**src/rtl/hazard_stall_unit_pkg.sv**
```systemverilog
// ============================================================================
// Module : hazard_stall_unit_pkg
// Brief  : ISA field positions, opcode/aluop constants and multdiv FSM states
//          shared by the hazard/stall unit and the D/X bypass logic.
// Rev    : 1.0
// ============================================================================
`default_nettype none

package hazard_stall_unit_pkg;

    localparam logic [31:0] NOP = 32'd0;

    localparam int OP_HI    = 31;
    localparam int OP_LO    = 27;
    localparam int RD_HI    = 26;
    localparam int RD_LO    = 22;
    localparam int RS_HI    = 21;
    localparam int RS_LO    = 17;
    localparam int RT_HI    = 16;
    localparam int RT_LO    = 12;
    localparam int ALUOP_HI = 6;
    localparam int ALUOP_LO = 2;

    localparam logic [4:0] OP_ALU  = 5'b00000;
    localparam logic [4:0] OP_J    = 5'b00001;
    localparam logic [4:0] OP_BNE  = 5'b00010;
    localparam logic [4:0] OP_JAL  = 5'b00011;
    localparam logic [4:0] OP_JR   = 5'b00100;
    localparam logic [4:0] OP_ADDI = 5'b00101;
    localparam logic [4:0] OP_BLT  = 5'b00110;
    localparam logic [4:0] OP_SW   = 5'b00111;
    localparam logic [4:0] OP_LW   = 5'b01000;
    localparam logic [4:0] OP_SETX = 5'b10101;
    localparam logic [4:0] OP_BEX  = 5'b10110;

    localparam logic [4:0] ALUOP_MUL = 5'b00110;
    localparam logic [4:0] ALUOP_DIV = 5'b00111;

    localparam logic [4:0] REG_ZERO   = 5'd0;
    localparam logic [4:0] REG_STATUS = 5'd30;

    typedef enum logic [0:0] {
        MD_IDLE = 1'b0,
        MD_BUSY = 1'b1
    } md_state_e;

    function automatic logic is_mul(input logic [4:0] op, input logic [4:0] aluop);
        return (op == OP_ALU) && (aluop == ALUOP_MUL);
    endfunction

    function automatic logic is_div(input logic [4:0] op, input logic [4:0] aluop);
        return (op == OP_ALU) && (aluop == ALUOP_DIV);
    endfunction

endpackage

`default_nettype wire

```
**src/rtl/hazard_stall_unit_if.sv**
```systemverilog
// ============================================================================
// Module : hazard_stall_unit_if
// Brief  : Pipeline-side bundle between datapath latches and hazard/stall unit.
// Rev    : 1.0
// ============================================================================
`default_nettype none

interface hazard_stall_unit_if;
    logic [31:0] fd_ir;
    logic [31:0] dx_ir;
    logic        branch_taken;
    logic        md_ready;

    logic        stall_pc;
    logic        stall_fd;
    logic        bubble_dx;
    logic        flush_fd;
    logic        md_start_mult;
    logic        md_start_div;
    logic        stall_dx;
    logic        md_done;
    logic        md_timeout;

    modport master (
        output fd_ir, dx_ir, branch_taken, md_ready,
        input  stall_pc, stall_fd, bubble_dx, flush_fd,
               md_start_mult, md_start_div, stall_dx, md_done, md_timeout
    );

    modport slave (
        input  fd_ir, dx_ir, branch_taken, md_ready,
        output stall_pc, stall_fd, bubble_dx, flush_fd,
               md_start_mult, md_start_div, stall_dx, md_done, md_timeout
    );
endinterface

`default_nettype wire

```
**src/rtl/hazard_stall_unit_reg_read_decode.sv**
```systemverilog
// ============================================================================
// Module : reg_read_decode
// Brief  : Source-register read set of one instruction (up to two operands).
// Rev    : 1.0
// ============================================================================
`default_nettype none

module reg_read_decode
    import hazard_stall_unit_pkg::*;
(
    input  logic [31:0] ir,
    output logic        uses_a,
    output logic [4:0]  src_a,
    output logic        uses_b,
    output logic [4:0]  src_b
);

    logic [4:0] w_op;
    logic [4:0] w_rd;
    logic [4:0] w_rs;
    logic [4:0] w_rt;
    logic       w_unused_bits;

    assign w_op          = ir[OP_HI:OP_LO];
    assign w_rd          = ir[RD_HI:RD_LO];
    assign w_rs          = ir[RS_HI:RS_LO];
    assign w_rt          = ir[RT_HI:RT_LO];
    assign w_unused_bits = ^ir[11:0];

    always_comb begin
        uses_a = 1'b0;
        src_a  = REG_ZERO;
        uses_b = 1'b0;
        src_b  = REG_ZERO;
        case (w_op)
            OP_ALU: begin
                uses_a = 1'b1;
                src_a  = w_rs;
                uses_b = 1'b1;
                src_b  = w_rt;
            end
            OP_ADDI, OP_LW: begin
                uses_a = 1'b1;
                src_a  = w_rs;
            end
            // store data register lives in the rd field
            OP_SW: begin
                uses_a = 1'b1;
                src_a  = w_rs;
                uses_b = 1'b1;
                src_b  = w_rd;
            end
            OP_BNE, OP_BLT: begin
                uses_a = 1'b1;
                src_a  = w_rd;
                uses_b = 1'b1;
                src_b  = w_rs;
            end
            OP_JR: begin
                uses_a = 1'b1;
                src_a  = w_rd;
            end
            OP_BEX: begin
                uses_a = 1'b1;
                src_a  = REG_STATUS;
            end
            OP_J, OP_JAL, OP_SETX: begin
                uses_a = 1'b0;
            end
            default: begin
                uses_a = 1'b0;
            end
        endcase
    end

endmodule

`default_nettype wire

```
**src/rtl/hazard_stall_unit.sv**
```systemverilog
// ============================================================================
// Module : hazard_stall_unit
// Brief  : Load-use interlock, taken-branch flush and multi-cycle mul/div
//          sequencing in front of the D/X latch.
// Rev    : 1.0
// ============================================================================
`default_nettype none

module hazard_stall_unit
    import hazard_stall_unit_pkg::*;
#(
    parameter int MD_MAX_CYCLES = 40
)(
    input  logic                clock,
    input  logic                reset,
    hazard_stall_unit_if.slave  hz
);

    localparam int CNT_W = $clog2(MD_MAX_CYCLES + 1);
    localparam logic [CNT_W-1:0] CNT_MAX = CNT_W'(MD_MAX_CYCLES);

    md_state_e        r_state;
    md_state_e        w_state_next;
    logic [CNT_W-1:0] r_cnt;
    logic [CNT_W-1:0] w_cnt_next;
    logic             r_timeout;
    logic             w_timeout_next;

    logic             w_uses_a;
    logic             w_uses_b;
    logic [4:0]       w_src_a;
    logic [4:0]       w_src_b;

    logic [4:0]       w_dx_op;
    logic [4:0]       w_dx_rd;
    logic [4:0]       w_dx_aluop;
    logic             w_dx_mul;
    logic             w_dx_div;
    logic             w_load_use;
    logic             w_unused_dx;

    logic             w_stall_pc;
    logic             w_stall_fd;
    logic             w_bubble_dx;
    logic             w_flush_fd;
    logic             w_start_mult;
    logic             w_start_div;
    logic             w_stall_dx;
    logic             w_md_done;

    reg_read_decode u_fd_decode (
        .ir     (hz.fd_ir),
        .uses_a (w_uses_a),
        .src_a  (w_src_a),
        .uses_b (w_uses_b),
        .src_b  (w_src_b)
    );

    assign w_dx_op     = hz.dx_ir[OP_HI:OP_LO];
    assign w_dx_rd     = hz.dx_ir[RD_HI:RD_LO];
    assign w_dx_aluop  = hz.dx_ir[ALUOP_HI:ALUOP_LO];
    assign w_dx_mul    = is_mul(w_dx_op, w_dx_aluop);
    assign w_dx_div    = is_div(w_dx_op, w_dx_aluop);
    assign w_unused_dx = ^{hz.dx_ir[RS_HI:ALUOP_HI+1], hz.dx_ir[1:0]};

    assign w_load_use = (w_dx_op == OP_LW) && (w_dx_rd != REG_ZERO) &&
                        ((w_uses_a && (w_src_a == w_dx_rd)) ||
                         (w_uses_b && (w_src_b == w_dx_rd)));

    always_ff @(posedge clock or posedge reset) begin
        if (reset) begin
            r_state   <= MD_IDLE;
            r_cnt     <= '0;
            r_timeout <= 1'b0;
        end else begin
            r_state   <= w_state_next;
            r_cnt     <= w_cnt_next;
            r_timeout <= w_timeout_next;
        end
    end

    // Priority: busy mul/div stalls, then taken-branch flush, then load-use.
    always_comb begin
        w_state_next   = r_state;
        w_cnt_next     = r_cnt;
        w_timeout_next = r_timeout;
        w_stall_pc     = 1'b0;
        w_stall_fd     = 1'b0;
        w_bubble_dx    = 1'b0;
        w_flush_fd     = 1'b0;
        w_start_mult   = 1'b0;
        w_start_div    = 1'b0;
        w_stall_dx     = 1'b0;
        w_md_done      = 1'b0;
        if (!reset) begin
            case (r_state)
                MD_IDLE: begin
                    if ((w_dx_mul || w_dx_div) && !hz.branch_taken) begin
                        w_start_mult = w_dx_mul;
                        w_start_div  = w_dx_div;
                        w_stall_pc   = !hz.md_ready;
                        w_stall_fd   = !hz.md_ready;
                        w_stall_dx   = !hz.md_ready;
                        w_state_next = MD_BUSY;
                        w_cnt_next   = '0;
                    end else if (hz.branch_taken) begin
                        w_flush_fd  = 1'b1;
                        w_bubble_dx = 1'b1;
                    end else if (w_load_use) begin
                        w_stall_pc  = 1'b1;
                        w_stall_fd  = 1'b1;
                        w_bubble_dx = 1'b1;
                    end
                end
                MD_BUSY: begin
                    w_stall_pc = 1'b1;
                    w_stall_fd = 1'b1;
                    w_stall_dx = !hz.md_ready;
                    w_md_done  = hz.md_ready;
                    if (r_cnt == CNT_MAX) begin
                        w_timeout_next = 1'b1;
                    end else begin
                        w_cnt_next = r_cnt + CNT_W'(1);
                    end
                    if (hz.md_ready) begin
                        w_state_next = MD_IDLE;
                    end
                end
                default: begin
                    w_state_next = MD_IDLE;
                end
            endcase
        end
    end

    assign hz.stall_pc      = w_stall_pc;
    assign hz.stall_fd      = w_stall_fd;
    assign hz.bubble_dx     = w_bubble_dx;
    assign hz.flush_fd      = w_flush_fd;
    assign hz.md_start_mult = w_start_mult;
    assign hz.md_start_div  = w_start_div;
    assign hz.stall_dx      = w_stall_dx;
    assign hz.md_done       = w_md_done;
    assign hz.md_timeout    = r_timeout;

endmodule

`default_nettype wire

```
**src/flat_wrapper.sv**
```systemverilog
// flat-port wrapper written by rule: the top's interface ports become plain ports
module hazard_stall_unit_flat import hazard_stall_unit_pkg::*;
#(
    parameter int MD_MAX_CYCLES = 40
)
  (clock, reset, hz_fd_ir, hz_dx_ir, hz_branch_taken, hz_md_ready, hz_stall_pc, hz_stall_fd, hz_bubble_dx, hz_flush_fd, hz_md_start_mult, hz_md_start_div, hz_stall_dx, hz_md_done, hz_md_timeout);
  hazard_stall_unit_if hz_i ();
  input  logic clock;
  input  logic reset;
  input wire logic [$bits(hz_i.fd_ir)-1:0] hz_fd_ir;
  input wire logic [$bits(hz_i.dx_ir)-1:0] hz_dx_ir;
  input wire logic [$bits(hz_i.branch_taken)-1:0] hz_branch_taken;
  input wire logic [$bits(hz_i.md_ready)-1:0] hz_md_ready;
  output wire logic [$bits(hz_i.stall_pc)-1:0] hz_stall_pc;
  output wire logic [$bits(hz_i.stall_fd)-1:0] hz_stall_fd;
  output wire logic [$bits(hz_i.bubble_dx)-1:0] hz_bubble_dx;
  output wire logic [$bits(hz_i.flush_fd)-1:0] hz_flush_fd;
  output wire logic [$bits(hz_i.md_start_mult)-1:0] hz_md_start_mult;
  output wire logic [$bits(hz_i.md_start_div)-1:0] hz_md_start_div;
  output wire logic [$bits(hz_i.stall_dx)-1:0] hz_stall_dx;
  output wire logic [$bits(hz_i.md_done)-1:0] hz_md_done;
  output wire logic [$bits(hz_i.md_timeout)-1:0] hz_md_timeout;
  assign hz_i.fd_ir = hz_fd_ir;
  assign hz_i.dx_ir = hz_dx_ir;
  assign hz_i.branch_taken = hz_branch_taken;
  assign hz_i.md_ready = hz_md_ready;
  assign hz_stall_pc = hz_i.stall_pc;
  assign hz_stall_fd = hz_i.stall_fd;
  assign hz_bubble_dx = hz_i.bubble_dx;
  assign hz_flush_fd = hz_i.flush_fd;
  assign hz_md_start_mult = hz_i.md_start_mult;
  assign hz_md_start_div = hz_i.md_start_div;
  assign hz_stall_dx = hz_i.stall_dx;
  assign hz_md_done = hz_i.md_done;
  assign hz_md_timeout = hz_i.md_timeout;
  hazard_stall_unit #(.MD_MAX_CYCLES(MD_MAX_CYCLES)) u_core (.clock(clock), .reset(reset), .hz(hz_i));
endmodule
```
**config.mk**
```make
export PLATFORM = sky130hd
export DESIGN_NAME = hazard_stall_unit_flat
export DESIGN_NICKNAME = d
export VERILOG_FILES = /design/src/rtl/hazard_stall_unit_pkg.sv /design/src/rtl/hazard_stall_unit_if.sv /design/src/rtl/hazard_stall_unit_reg_read_decode.sv /design/src/rtl/hazard_stall_unit.sv /design/src/flat_wrapper.sv
export SDC_FILE = /design/constraint.sdc
export NUM_CORES = 1
export LEC_CHECK = 0
export BUFFER_PORTS_ARGS = -buffer_cell sky130_fd_sc_hd__buf_2
export CORE_ASPECT_RATIO = 0.7
export CORE_MARGIN = 8
export CORE_UTILIZATION = 41
export DETAILED_ROUTE_END_ITERATION = 7
export PLACE_DENSITY = 0.82
export SLEW_MARGIN = 10
export SYNTH_ARGS = -nofsm -noshare
export SYNTH_HDL_FRONTEND = slang
export SYNTH_HIERARCHICAL = 1
export SYNTH_SLANG_ARGS = --single-unit
```
**constraint.sdc**
```tcl
create_clock -name clock -period 2.9 [get_ports clock]
set_input_delay 0.145 -clock clock [delete_from_list [all_inputs] [get_ports clock]]
set_output_delay 0.145 -clock clock [all_outputs]
set_load 0.05 [all_outputs]
```
==> flow_summary.json <==
{
  "status": "finished clean",
  "synth_top_family_by_area": "simple AND/OR/NAND/NOR gates",
  "drc": 0,
  "drtIter0Drc": 64,
  "max_freq_mhz": 401,
  "cts_tree": "done",
  "die_area_um2": 4070,
  "timing.critical_path.cells": "buf_2, nor3_2, nor3b_2, a221o_1, xor2_1, nor4_1, a32oi_1, o22ai_1, buf_2",
  "powerDensity_nw_per_um2": 313,
  "slew-limit-headroom_pct": 46.0,
  "clock-sinks": 8,
  "max-clock-path-buffers": 2,
  "areaGrowthSynthToFinish_pct": 31.4,
  "grt_max_degree": 13,
  "slowest_stage": "nor3b_2",
  "syn_nets": 175,
  "antenna_found_initial": 0,
  "synth_area_leaders": "dfrtp_1 22%, a221o_1 9.7%, xor2_1 7.5%",
  "gp_congestion": 0.855,
  "worst-r2r-setup-slack_ns": 1.37,
  "avgSynthCellArea_um2": 8.85,
  "insertedDiodeCount": 0,
  "r2r_start": "u_core/r_cnt[0]$_DFFE_PP0P_",
  "r2r_cells": 6,
  "die_w_um": 72.9,
  "dp_slack_ns": 0.459,
  "grt_usage_pct": 15.1,
  "postCtsResizedCells": 0,
  "mostFrequentLayoutCells": "47 x buf_2, 9 x a221o_1, 8 x xor2_1, 8 x dfrtp_1, 7 x and3_1",
  "synth_compound_area_share_pct": 29.9,
  "place_inst": 181,
  "routedWlPerCell_um": 16.4,
  "synth.area.mux_share_pct": 2.15,
  "grt_pass1_wl_um": 4890,
  "tightest_slew_ns": 0.798,
  "port_buffers": 47,
  "synthCells": 105,
  "dpl_cell_area_um2": 1190,
  "netlist.area_leader.share_pct": 21.5,
  "period_share_pct": 86.0,
  "yosys_warnings": 6,
  "hold_path_end": "u_core/r_state$_DFFE_PP0N_",
  "fin_nets": 225,
  "hold_class": "input pin to flop",
  "clkLatencyLatePin_ns": 0.26,
  "grt_pass1_vias": 1060,
  "coreArea_um2": 2150,
  "fin_setup_tns_ns": 0,
  "via_per_inst": 5.76,
  "required_ns": 2.76,
  "vias": 1065,
  "criticalPathCategory": "input pin to primary output",
  "numCtsBuffers": 3,
  "io_pins": 77,
  "wirelength_um": 3030,
  "worst_clock_skew_ns": 0.00711,
  "fin_ws_ns": 0.406,
  "finalHoldViolations": 0,
  "worstSetupStartpoint": "hz_fd_ir[31]",
  "firstDrtPassIters": 4,
  "synth_cell_types": 47,
  "path_common_cell": "buf_2",
  "finalSetupViolCount": 0,
  "ys.flop_type": "dfrtp_1",
  "ant_nets": 0,
  "drv_slew": 0,
  "htreeDepth": 1,
  "synthXorXnorAreaFrac_pct": 9.42,
  "async_reset_ff_share_pct": 100,
  "rsz0062_at_grt": "false",
  "whs_ns": 0.304,
  "start_util_pct": 43.1,
  "setup.worst_path.end_class": "primary output",
  "drive_above_1_share_pct": 39.9,
  "finalCriticalPeriod_ns": 2.49,
  "regToRegEndpoint": "u_core/r_cnt[1]$_DFFE_PP0P_",
  "p_leak_uw": 0.000605,
  "dp_hpwl_um": 2520,
  "hp-start": "hz_md_ready",
  "root_buffer": "clkbuf_4",
  "synth_area_um2": 930,
  "fp-row-count": 14,
  "vdd_drop_max_mv": 0.145,
  "final_common_cell": "buf_2",
  "synth-adder-area-share_pct": 2.69,
  "path_max_fanout": 7,
  "layout.cells.non_filler": 185,
  "stdcell_area_um2": 1220,
  "synth_top_area_cell": "dfrtp_1",
  "ys_seq_area_share_pct": 21.5,
  "cpPeakStageDelay_ns": 0.41,
  "synth_seq_cells": 8,
  "maxCapViolCount": 0,
  "synth_edf_count": 0,
  "clk_pin_slew_ns": 0.05,
  "crit_arrival_ns": 2.35,
  "synth-simple-area-share_pct": 30.6,
  "whs_path_depth": 4,
  "die_h_um": 55.8,
  "gr-total-overflow": 0,
  "cp-start-kind": "input pin"
}
where the power goes:
part | leakage [µW] | internal (µW) | switching [µW]
combinational | 0.000493 | 72.7 | 79.5
clock | 0.0000138 | 47.3 | 37.5
sequential | 0.0000990 | 127 | 17.3
cells by family after synthesis:
| group | count (synthesis) |
|---|---|
| AND/OR/NAND/NOR | 42 |
| adder cells (fa/ha/maj) | 2 |
| XOR/XNOR | 10 |
| multiplexers | 2 |
| flip-flops | 8 |
| buffers and inverters | 8 |
| AO/OA/AOI/OAI | 33 |
metal layers:
layer	vias up	GRT usage (%)	wire length, µm
li1	517	-	-
met1	491	15.2	1150
met2	49	25.8	1490
met3	8	5.94	311
met4	0	8.81	85
met5	-	0	0
metrics by stage:
step	power [µW]	util, %
2_1_floorplan	237	-
3_3_place_gp	286	55.2
3_5_place_dp	295	55.2
4_1_cts	383	56.7
5_1_grt	411	56.7
6_report	382	56.7
flip-flops by register name, summed over array words and instances (netlist names):
| register | cells |
|---|---|
| u_core/hz.md_timeout | 1 |
| u_core/r_state | 1 |
| u_core/r_cnt | 6 |
cells in the mapped netlist (all sizes together), types with 4 or more instances:
library cell and instances:
a221o 9, xor2 8, nand3 4, nor3 4
and3 7, inv 5, nor2 6, o21ai 4
dfrtp 8
cell type report:
| cell class | instances | area, µm² |
|---|---|---|
| Multi-Input combinational cell | 89 | 694 |
| Sequential cell | 8 | 200 |
| Inverter | 5 | 18.8 |
| Tap cell | 32 | 40.0 |
| Clock buffer | 3 | 22.5 |
| Timing Repair Buffer | 48 | 245 |
| Fill cell | 207 | 933 |
repair_timing:
| action | 4_1_cts | 5_1_grt |
|---|---|---|
| hold buffers | 1 | 0 |
| endpoints found under the hold margin | 8 | 0 |
| buffers inserted | 0 | 0 |
worst max-delay path by stage:
stage                         to  slack (ns)  cells past startpoint
floorplan            hz_stall_pc        0.19                      8
global placement     hz_stall_fd        0.52                      9
detailed placement  hz_bubble_dx        0.46                      9
CTS                 hz_bubble_dx        0.46                      9
global route         hz_stall_pc        0.25                      9
finish               hz_stall_pc        0.41                      9
worst max-delay path: cells and delay by family:
| kind | cells | cell delay (ns) |
|---|---|---|
| buf+inv | 2 | 0.45 |
| simple gates | 3 | 1.07 |
| compound gates | 3 | 0.61 |
| xor+xnor | 1 | 0.07 |
(Power assumes the default switching activity.)
